**src/rtl/proc_io_bridge_pkg.sv**
```systemverilog
// Shared definitions for the processor I/O bridge: port-count helpers and
// the slice macro used to address one word inside a packed stream bus.
`ifndef PROC_IO_BRIDGE_PKG_SV
`define PROC_IO_BRIDGE_PKG_SV

// Word k of a packed bus whose words are w bits wide.
`define PIB_PORT(k, w) ((k)*(w)) +: (w)

package proc_io_bridge_pkg;

  localparam int DEF_NUBITS = 16;
  localparam int DEF_NBIOIN = 2;
  localparam int DEF_NBIOOU = 2;
  localparam int DEF_FDEPTH = 4;

  // Number of ports selected by an address of addr_bits bits.
  function automatic int port_count(input int addr_bits);
    return 1 << addr_bits;
  endfunction

  // Pointer width for a power-of-two FIFO depth (at least one bit).
  function automatic int ptr_bits(input int depth);
    return (depth <= 2) ? 1 : $clog2(depth);
  endfunction

endpackage

`endif

```
**src/rtl/io_fifo.sv**
```systemverilog
// Single input-stream FIFO. Pushes beyond full and pops of an empty FIFO are
// ignored internally, so the caller may present raw requests. fill_o flags a
// push landing in an empty FIFO (the empty-to-nonempty transition).
module io_fifo
  import proc_io_bridge_pkg::*;
#(
  parameter int NUBITS = DEF_NUBITS,
  parameter int FDEPTH = DEF_FDEPTH
) (
  input  logic              clk,
  input  logic              rst,
  input  logic              push_i,
  input  logic              pop_i,
  input  logic [NUBITS-1:0] din_i,
  output logic [NUBITS-1:0] head_o,
  output logic              empty_o,
  output logic              full_o,
  output logic              fill_o
);

  localparam int AW = ptr_bits(FDEPTH);

  logic [NUBITS-1:0] mem_q [FDEPTH];
  logic [AW-1:0]     wr_q, wr_d;
  logic [AW-1:0]     rd_q, rd_d;
  logic [AW:0]       cnt_q, cnt_d;
  logic              do_push, do_pop;

  assign empty_o = (cnt_q == '0);
  assign full_o  = (cnt_q == (AW+1)'(FDEPTH));
  assign do_push = push_i & ~full_o;
  // An empty FIFO refuses the pop even if a push lands this same cycle.
  assign do_pop  = pop_i & ~empty_o;
  assign fill_o  = do_push & empty_o;
  assign head_o  = empty_o ? '0 : mem_q[rd_q];

  // Next pointer and occupancy; pointers wrap naturally modulo FDEPTH.
  always_comb begin
    wr_d  = wr_q;
    rd_d  = rd_q;
    cnt_d = cnt_q;
    if (do_push) wr_d = wr_q + AW'(1);
    if (do_pop)  rd_d = rd_q + AW'(1);
    case ({do_push, do_pop})
      2'b10:   cnt_d = cnt_q + (AW+1)'(1);
      2'b01:   cnt_d = cnt_q - (AW+1)'(1);
      default: cnt_d = cnt_q;
    endcase
  end

  // Pointer and count registers; reset empties the FIFO.
  always_ff @(posedge clk or posedge rst) begin
    if (rst) begin
      wr_q  <= '0;
      rd_q  <= '0;
      cnt_q <= '0;
    end else begin
      wr_q  <= wr_d;
      rd_q  <= rd_d;
      cnt_q <= cnt_d;
    end
  end

  // Storage array; contents are don't-care until written.
  always_ff @(posedge clk) begin
    if (do_push && !rst) mem_q[wr_q] <= din_i;
  end

endmodule

```
**src/rtl/proc_io_bridge.sv**
```systemverilog
// Terminates the processor port bus into NIN buffered input streams and NOUT
// registered output streams, with an interrupt pulse on input arrival and
// sticky overflow/underflow flags.
//
// Handshake: on every stream a word moves on a rising clk edge exactly when
// valid and ready are both 1 at that edge; valid never waits on ready, and
// no transfer happens while rst is high.
module proc_io_bridge
  import proc_io_bridge_pkg::*;
#(
  parameter int NUBITS = DEF_NUBITS,
  parameter int NBIOIN = DEF_NBIOIN,
  parameter int NBIOOU = DEF_NBIOOU,
  parameter int FDEPTH = DEF_FDEPTH,
  localparam int NIN   = 1 << NBIOIN,
  localparam int NOUT  = 1 << NBIOOU,
  parameter logic [NIN-1:0] ITRMSK = '1
) (
  input  logic                   clk,
  input  logic                   rst,
  input  logic                   req_in,
  input  logic [NBIOIN-1:0]      addr_in,
  output logic [NUBITS-1:0]      io_in,
  input  logic                   out_en,
  input  logic [NBIOOU-1:0]      addr_out,
  input  logic [NUBITS-1:0]      io_out,
  output logic                   itr,
  input  logic [NIN*NUBITS-1:0]  s_data,
  input  logic [NIN-1:0]         s_valid,
  output logic [NIN-1:0]         s_ready,
  output logic [NOUT*NUBITS-1:0] m_data,
  output logic [NOUT-1:0]        m_valid,
  input  logic [NOUT-1:0]        m_ready,
  output logic [NOUT-1:0]        ovf,
  output logic [NIN-1:0]         udf
);

  logic [NUBITS-1:0] fifo_head [NIN];
  logic [NIN-1:0]    fifo_empty, fifo_full, fifo_fill, fifo_push, fifo_pop;

  logic [NOUT*NUBITS-1:0] m_data_q, m_data_d;
  logic [NOUT-1:0]        m_valid_q, m_valid_d;
  logic [NOUT-1:0]        ovf_q, ovf_d;
  logic [NIN-1:0]         udf_q, udf_d;
  logic                   itr_q, itr_d;

  for (genvar k = 0; k < NIN; k++) begin : g_in
    assign fifo_push[k] = s_valid[k] & ~fifo_full[k];
    assign fifo_pop[k]  = req_in & (addr_in == NBIOIN'(k));
    assign s_ready[k]   = ~fifo_full[k];

    io_fifo #(
      .NUBITS (NUBITS),
      .FDEPTH (FDEPTH)
    ) u_fifo (
      .clk     (clk),
      .rst     (rst),
      .push_i  (fifo_push[k]),
      .pop_i   (fifo_pop[k]),
      .din_i   (s_data[`PIB_PORT(k, NUBITS)]),
      .head_o  (fifo_head[k]),
      .empty_o (fifo_empty[k]),
      .full_o  (fifo_full[k]),
      .fill_o  (fifo_fill[k])
    );
  end

  // Head of the addressed FIFO is already forced to zero when it is empty.
  assign io_in = fifo_head[addr_in];

  // Interrupt, sticky underflow and output-register next state.
  always_comb begin
    itr_d     = |(fifo_fill & ITRMSK);
    udf_d     = udf_q;
    m_data_d  = m_data_q;
    m_valid_d = m_valid_q;
    ovf_d     = ovf_q;
    if (req_in && fifo_empty[addr_in]) udf_d[addr_in] = 1'b1;
    for (int j = 0; j < NOUT; j++) begin
      if (m_valid_q[j] && m_ready[j]) m_valid_d[j] = 1'b0;
      if (out_en && (addr_out == NBIOOU'(j))) begin
        m_data_d[`PIB_PORT(j, NUBITS)] = io_out;
        m_valid_d[j] = 1'b1;
        // Pending word replaced without ever being accepted.
        if (m_valid_q[j] && !m_ready[j]) ovf_d[j] = 1'b1;
      end
    end
  end

  // Output, flag and interrupt registers.
  always_ff @(posedge clk or posedge rst) begin
    if (rst) begin
      m_data_q  <= '0;
      m_valid_q <= '0;
      ovf_q     <= '0;
      udf_q     <= '0;
      itr_q     <= 1'b0;
    end else begin
      m_data_q  <= m_data_d;
      m_valid_q <= m_valid_d;
      ovf_q     <= ovf_d;
      udf_q     <= udf_d;
      itr_q     <= itr_d;
    end
  end

  assign m_data  = m_data_q;
  assign m_valid = m_valid_q;
  assign ovf     = ovf_q;
  assign udf     = udf_q;
  assign itr     = itr_q;

endmodule

```
**config.mk**
```make
export PLATFORM = sky130hd
export DESIGN_NAME = proc_io_bridge
export DESIGN_NICKNAME = d
export VERILOG_FILES = /design/src/rtl/proc_io_bridge_pkg.sv /design/src/rtl/io_fifo.sv /design/src/rtl/proc_io_bridge.sv
export SDC_FILE = /design/constraint.sdc
export NUM_CORES = 1
export LEC_CHECK = 0
export BUFFER_PORTS_ARGS = -buffer_cell sky130_fd_sc_hd__buf_2
export CAP_MARGIN = 15
export CORE_ASPECT_RATIO = 1.4
export CORE_MARGIN = 5
export CORE_UTILIZATION = 24
export DETAILED_ROUTE_END_ITERATION = 16
export GPL_ROUTABILITY_DRIVEN = 0
export SYNTH_ARGS = -nofsm -noshare
export SYNTH_HDL_FRONTEND = slang
export SYNTH_HIERARCHICAL = 1
export SYNTH_SLANG_ARGS = --single-unit
```
**constraint.sdc**
```tcl
create_clock -name clk -period 5.1 [get_ports clk]
set_input_delay 0.765 -clock clk [delete_from_list [all_inputs] [get_ports clk]]
set_output_delay 0.765 -clock clk [all_outputs]
set_load 0.05 [all_outputs]
```
# --- Yosys cells after proc, flatten, opt, wreduce, memory -nomap -nowiden ---
# Memory sizes are Yosys's and may differ from the RTL's.
# Cells that the tools add are included.
word_totals:
  elab_cells: 170
  ram_bits: 256
  memories: 4
  regBits: 105
op_classes:
  eq_ne: 18
  bitwise_logic: 30
  n_lt_le_gt_ge: 3
  muxes: 31
  n_reduce_logical: 42
  addsub: 16
memory_table:
  columns: ["memory", "words", "word_bits", "rd", "rd_ports_with_merged_regs", "write_ports", "line", "text"]
  rows:
  - ["g_in[0].u_fifo.mem_q", 4, 16, 1, 0, 1, "io_fifo.sv:23", "logic [NUBITS-1:0] mem_q [FDEPTH];"]
  - ["g_in[1].u_fifo.mem_q", 4, 16, 1, 0, 1, "io_fifo.sv:23", null]
  - ["g_in[2].u_fifo.mem_q", 4, 16, 1, 0, 1, "io_fifo.sv:23", null]
  - ["g_in[3].u_fifo.mem_q", 4, 16, 1, 0, 1, "io_fifo.sv:23", null]
ops:
  columns: ["operator", "n"]
  rows:
  - ["$mux 16", 6]
  - ["$bmux 16 s2", 1]
  - ["$pmux 3 s2", 4]
  - ["$and 1x1->1", 20]
  - ["$logic_and 1x1->1", 18]
  - ["$mux 1", 18]
  - ["$add 2x1->2 const B", 8]
  - ["$eq 2x2->1 const B", 8]
  - ["$reduce_bool 2->1", 8]
  - ["$add 3x1->3 const B", 4]
  - ["$eq 2x1->1 const B", 6]
  - ["$eq 3x3->1 const B", 4]
  - ["$logic_not 3->1", 4]
  - ["$sub 3x1->3 const B", 4]
  - ["$not 1->1", 8]
  - ["$reduce_and 2->1", 4]
  - ["$logic_not 1->1", 5]
  - ["$logic_not 2->1", 2]
  - ["$or 4x4->4", 1]
  - ["$reduce_or 4->1", 1]
  - ["$ge 3x3->1 const B", 1]
  - ["$lt 2x3->1 const B", 1]
  - ["$not 2->3", 1]
  - ["$bmux 1 s2", 1]
  - ["other kinds (2)", 2]

# --- Logic depth before layout (Yosys ltp) ---
logic_depth:
  depth_word: 7
  mapped_depth: 9
  depth_no_buf: 9

# --- Modules after synthesis ---
# The synthesis kept the hierarchy.
modules_own_cells:
  columns: ["mod", "n_inst", "cells_each", "area_each_um2"]
  rows:
  - ["io_fifo", 4, 142, 2956.6]
  - ["proc_io_bridge", 1, 200, 3295.7]

# --- Worst setup path before layout ---
# No wires, ideal clock.
synth_path:
  path_kind: "register to output"
  startpoint: "register g_in[3].u_fifo.rd_q[0]"
  endpoint: "output io_in[10]"
  path_buffers: 2
  t_arrival_ns: 1.839
  t_required_ns: 4.335
  path_stages_with_launch: 6
  slack_ns: 2.496
  cell_sequence: "dfrtp_1 buf_6 buf_12 mux4_2 nor2b_4 mux4_2"
synth_lines:
  columns: ["element", "line", "text"]
  rows:
  - ["start, declared", "io_fifo.sv:25", "logic [AW-1:0] rd_q, rd_d;"]
  - ["start signal, assigned", "io_fifo.sv:59", "rd_q <= rd_d;"]
  - ["end, declared", "proc_io_bridge.sv:23", "output logic [NUBITS-1:0] io_in,"]

==> Flow_metrics.wiki <==
{| class="wikitable"
! Metric !! Value
|-
| Average footprint of a synthesized cell || just under 20 µm²
|-
| Proportion of power drawn by flip-flops and latches || 39.8%
|-
| Per-cell routed wire length || 20.1 µm
|-
| DRT antenna net count || 0
|-
| Area of the mapped netlist || 15,100 µm²
|-
| Floorplan die height || about 310 µm
|-
| Wire length of the first global-routing pass || 55,400 µm
|-
| Pwr per Cell Area || about 570 nW/µm²
|-
| Post-Synthesis Cells || 768
|-
| Global routing met2 resource utilization || 17.9%
|-
| Met3 capacity usage during global routing || 3.12%
|-
| Slew at the pin with the worst max-slew slack || 1060 ps
|-
| Switching power total || 3.65 mW
|-
| Bufs on Longest Clock Path || 3
|-
| Antenna violations before repair || 25
|-
| Via total after detailed routing || 7,616
|-
| GR peak layer || met2
|-
| Endpoint kind of the worst setup timing path || output pin
|-
| Final setup viols || 0
|-
| Number of resized instances in the post-cts repair step || 0
|-
| Core Footprint || roughly 63,000 µm²
|-
| Overall die area || 68,200 µm²
|-
| Met1 demand-to-capacity share in global routing || 13.4%
|-
| Number of synthesized register bits || 361
|-
| Starting density of the core || 24.1%
|-
| Result of the run || finished clean
|-
| H-tree depth || 2
|-
| Final Hold Fails || 0
|-
| Relative max-transition margin || between 20 and 30%
|-
| Postcts setup bufs || 0
|-
| Max Fclk || about 260 MHz
|-
| I/O Buffers || 192
|-
| Sequential fraction of the synthesis area || roughly two thirds
|-
| Post-DP Area || 16,900 µm²
|-
| Starting DRT DRC Count || ~590
|-
| Clock-pin slew on the worst setup and hold paths || roughly 60 ps
|-
| Clk pwr share || 27.7%
|-
| CP Max Fanout || 18
|-
| Clock latency of the later-clocked register in the worst-skew pair || 570 ps
|-
| Fin worst setup slack || 1180 ps
|-
| Clock tree from TritonCTS || yes
|-
| Global router's overall resource usage || around 11%
|-
| Number of nets in the finished design || 1,095
|-
| Vias in the first global route || between 8,000 and 9,000
|-
| Switching part of the total || between 30% and 40%
|-
| Max IR drop VDD || about 0.00030 V
|-
| Pre-Repair DR Iteration Count || 4
|-
| Count of boundary I/O pins || 193
|-
| Layout cells sized above 1 || 41.6%
|-
| Static leakage || between 6 and 7 nW
|-
| Gate power share || 32.5%
|-
| Arrival time worst endpoint || 3160 ps
|-
| Number of warnings reported in the yosys synthesis log || 6
|-
| TritonCTS Buffers || 39
|-
| Clock Skews || 37.4 ps
|-
| Clock Tree Root || sky130_fd_sc_hd__clkbuf_16
|-
| Shortest period the worst path allows || between 3000 and 4000 ps
|-
| Reported max-cap violation count || 0
|-
| Setup total negative slack || 0 ps
|-
| Filler cells || approximately 6,200
|-
| Synth cell types || 34
|-
| Global route total overflow || 0
|-
| Hold Path Class || input pin to async pin
|-
| Share of the clock period used by the worst path || 76.9%
|-
| # rows || 109
|-
| Hold bufs inserted after CTS || 0
|-
| Design area || roughly 18,000 µm²
|-
| Dpl hpwl || 26,800 µm
|-
| Setup slack after placement || about 1700 ps
|-
| Setup repair after global routing missed its margin || false
|-
| Max Transition Viols Final || 0
|-
| Area added between synthesis and finish || 20.6%
|-
| Clock sinks || between 300 and 400
|-
| Mean number of vias per cell || 4.13
|-
| P_int || ~6.7 mW
|-
| Die boundary width || 222 µm
|-
| Syn nets || 888
|-
| Critical path required time || 4340 ps
|-
| Largest net degree at the start of global routing || 47
|-
| Residual DRC count || 0
|-
| Total routed wirelength || between 30,000 and 40,000 µm
|-
| Worst setup path class || flop to output pin
|-
| Kind of launch point of the worst setup path || flop
|}
## power groups by stage
stage          registers, mW  clock network, mW  logic (mW)
4_1_cts                 4.13               2.96        3.42
3_3_place_gp            4.16                  0        3.38
6_report                4.11               2.86        3.35
5_1_grt                 4.18               3.07        3.58
3_5_place_dp            4.18                  0        3.41
2_1_floorplan           4.30                  0        2.39
## cells by family after synthesis
group	after synthesis	share of synthesized area [%]
flip-flops	361	68.2
multiplexers	152	18.0
AND/OR/NAND/NOR	135	7.17
buffers and inverters	63	2.55
XOR/XNOR	24	1.39
adder cells (fa/ha/maj)	24	2.18
AO/OA/AOI/OAI	9	0.455
## layer usage
layer	part of all wire [%]	up-vias
li1	-	3368
met1	40	3896
met2	49	255
met3	7.5	89
met4	3.6	8
met5	0.13	-
## area by class of cell
class	instances	area (µm²)	area share, %
flip-flops and latches	361	10300	56.5
multi-input cells	344	4450	24.4
clock buffers	51	1040	5.71
diodes	7	17.5	0.0960
inverters	30	114	0.624
repair buffers	199	1010	5.56
well taps	832	1040	5.71
clock inverters	21	253	1.39
## registers in the layout, summed over array words and instances, names as in the netlist
register	flops
udf	4
g_in.u_fifo/wr_q	8
g_in.u_fifo/cnt_q	12
g_in.u_fifo/rd_q	8
m_valid	4
m_data	64
g_in.u_fifo/mem_q	256
itr	1
ovf	4
## synthesized netlist by cell type, drive strengths merged
library cell    n  area share [%]
dfrtp         105              17
fa              4            0.53
clkbuf          7            0.24
mux4           80              13
mux2           68             5.1
or2b            4            0.23
nor2            8            0.20
xor2           16            0.93
a31o            1           0.058
ha             20             1.7
a21o            5            0.25
buf            26             1.6
nor3            4            0.13
xnor2           8            0.46
mux2i           4            0.26
o21bai          3            0.15
nor2b          72             4.6
nor3b          10            0.50
or4             1           0.050
and3            1           0.041
inv            30            0.74
and3b           2            0.12
and2           20            0.83
nand3           1           0.066
nand2b          3            0.12
edfxtp        256              51
nand2           7            0.17
nand3b          2            0.15
## worst paths after layout
check,depth (start not counted),slack [ps],from,to
max,4,1180,g_in[0].u_fifo/rd_q[0]$_DFFE_PP0P_,io_in[12]
min,2,310,rst,g_in[0].u_fifo/cnt_q[0]$_DFFE_PP0P_
max reg2reg,9,2400,g_in[2].u_fifo/cnt_q[0]$_DFFE_PP0P_,g_in[2].u_fifo/cnt_q[2]$_DFFE_PP0P_
min reg2reg,1,460,udf[3]$_DFFE_PP0P_,udf[3]$_DFFE_PP0P_
max in group asynchronous,3,3570,rst,m_data[20]$_DFFE_PP0P_
min in group clk,1,400,s_data[22],g_in[1].u_fifo/mem_q[1][6]$_DFFE_PP_
## stage by stage
step	hold WS (ps)	total power, mW	utilization (%)	cells
floorplan	456	6.68	-	768
global placement	445	7.55	26.9	1766
detailed placement	446	7.59	26.9	1766
CTS	313	10.5	29.0	1838
global route	335	10.8	29.0	1840
finish	310	10.3	29.0	1845
## cells in the final DEF, fill, tap and decap left out, types with 4 or more instances in the layout
master / count
sky130_fd_sc_hd__nor3b_1: 9
sky130_fd_sc_hd__xor2_1: 16
sky130_fd_sc_hd__buf_2: 192
sky130_fd_sc_hd__mux2_2: 68
sky130_fd_sc_hd__nor2b_4: 32
sky130_fd_sc_hd__mux2i_1: 4
sky130_fd_sc_hd__inv_1: 29
sky130_fd_sc_hd__fa_1: 4
sky130_fd_sc_hd__nor2_1: 8
sky130_fd_sc_hd__diode_2: 7
sky130_fd_sc_hd__dfrtp_1: 105
sky130_fd_sc_hd__nand2_1: 7
sky130_fd_sc_hd__nor3_2: 4
sky130_fd_sc_hd__clkbuf_1: 10
sky130_fd_sc_hd__edfxtp_1: 256
sky130_fd_sc_hd__ha_1: 20
sky130_fd_sc_hd__clkbuf_16: 39
sky130_fd_sc_hd__buf_4: 7
sky130_fd_sc_hd__mux4_1: 32
sky130_fd_sc_hd__xnor2_1: 8
sky130_fd_sc_hd__and2_1: 20
sky130_fd_sc_hd__clkinv_2: 5
sky130_fd_sc_hd__clkinv_1: 5
sky130_fd_sc_hd__nor2b_1: 40
sky130_fd_sc_hd__a21o_1: 5
sky130_fd_sc_hd__or2b_2: 4
sky130_fd_sc_hd__mux4_2: 48
## worst max-delay path, stage by stage, from the launching register on
cell and delay, ps:
sky130_fd_sc_hd__dfrtp_1 1020, sky130_fd_sc_hd__mux4_2 600, sky130_fd_sc_hd__nor2b_4 140, sky130_fd_sc_hd__mux4_2 560, sky130_fd_sc_hd__buf_2 250
Note: power is estimated with default switching activity, not from simulation.
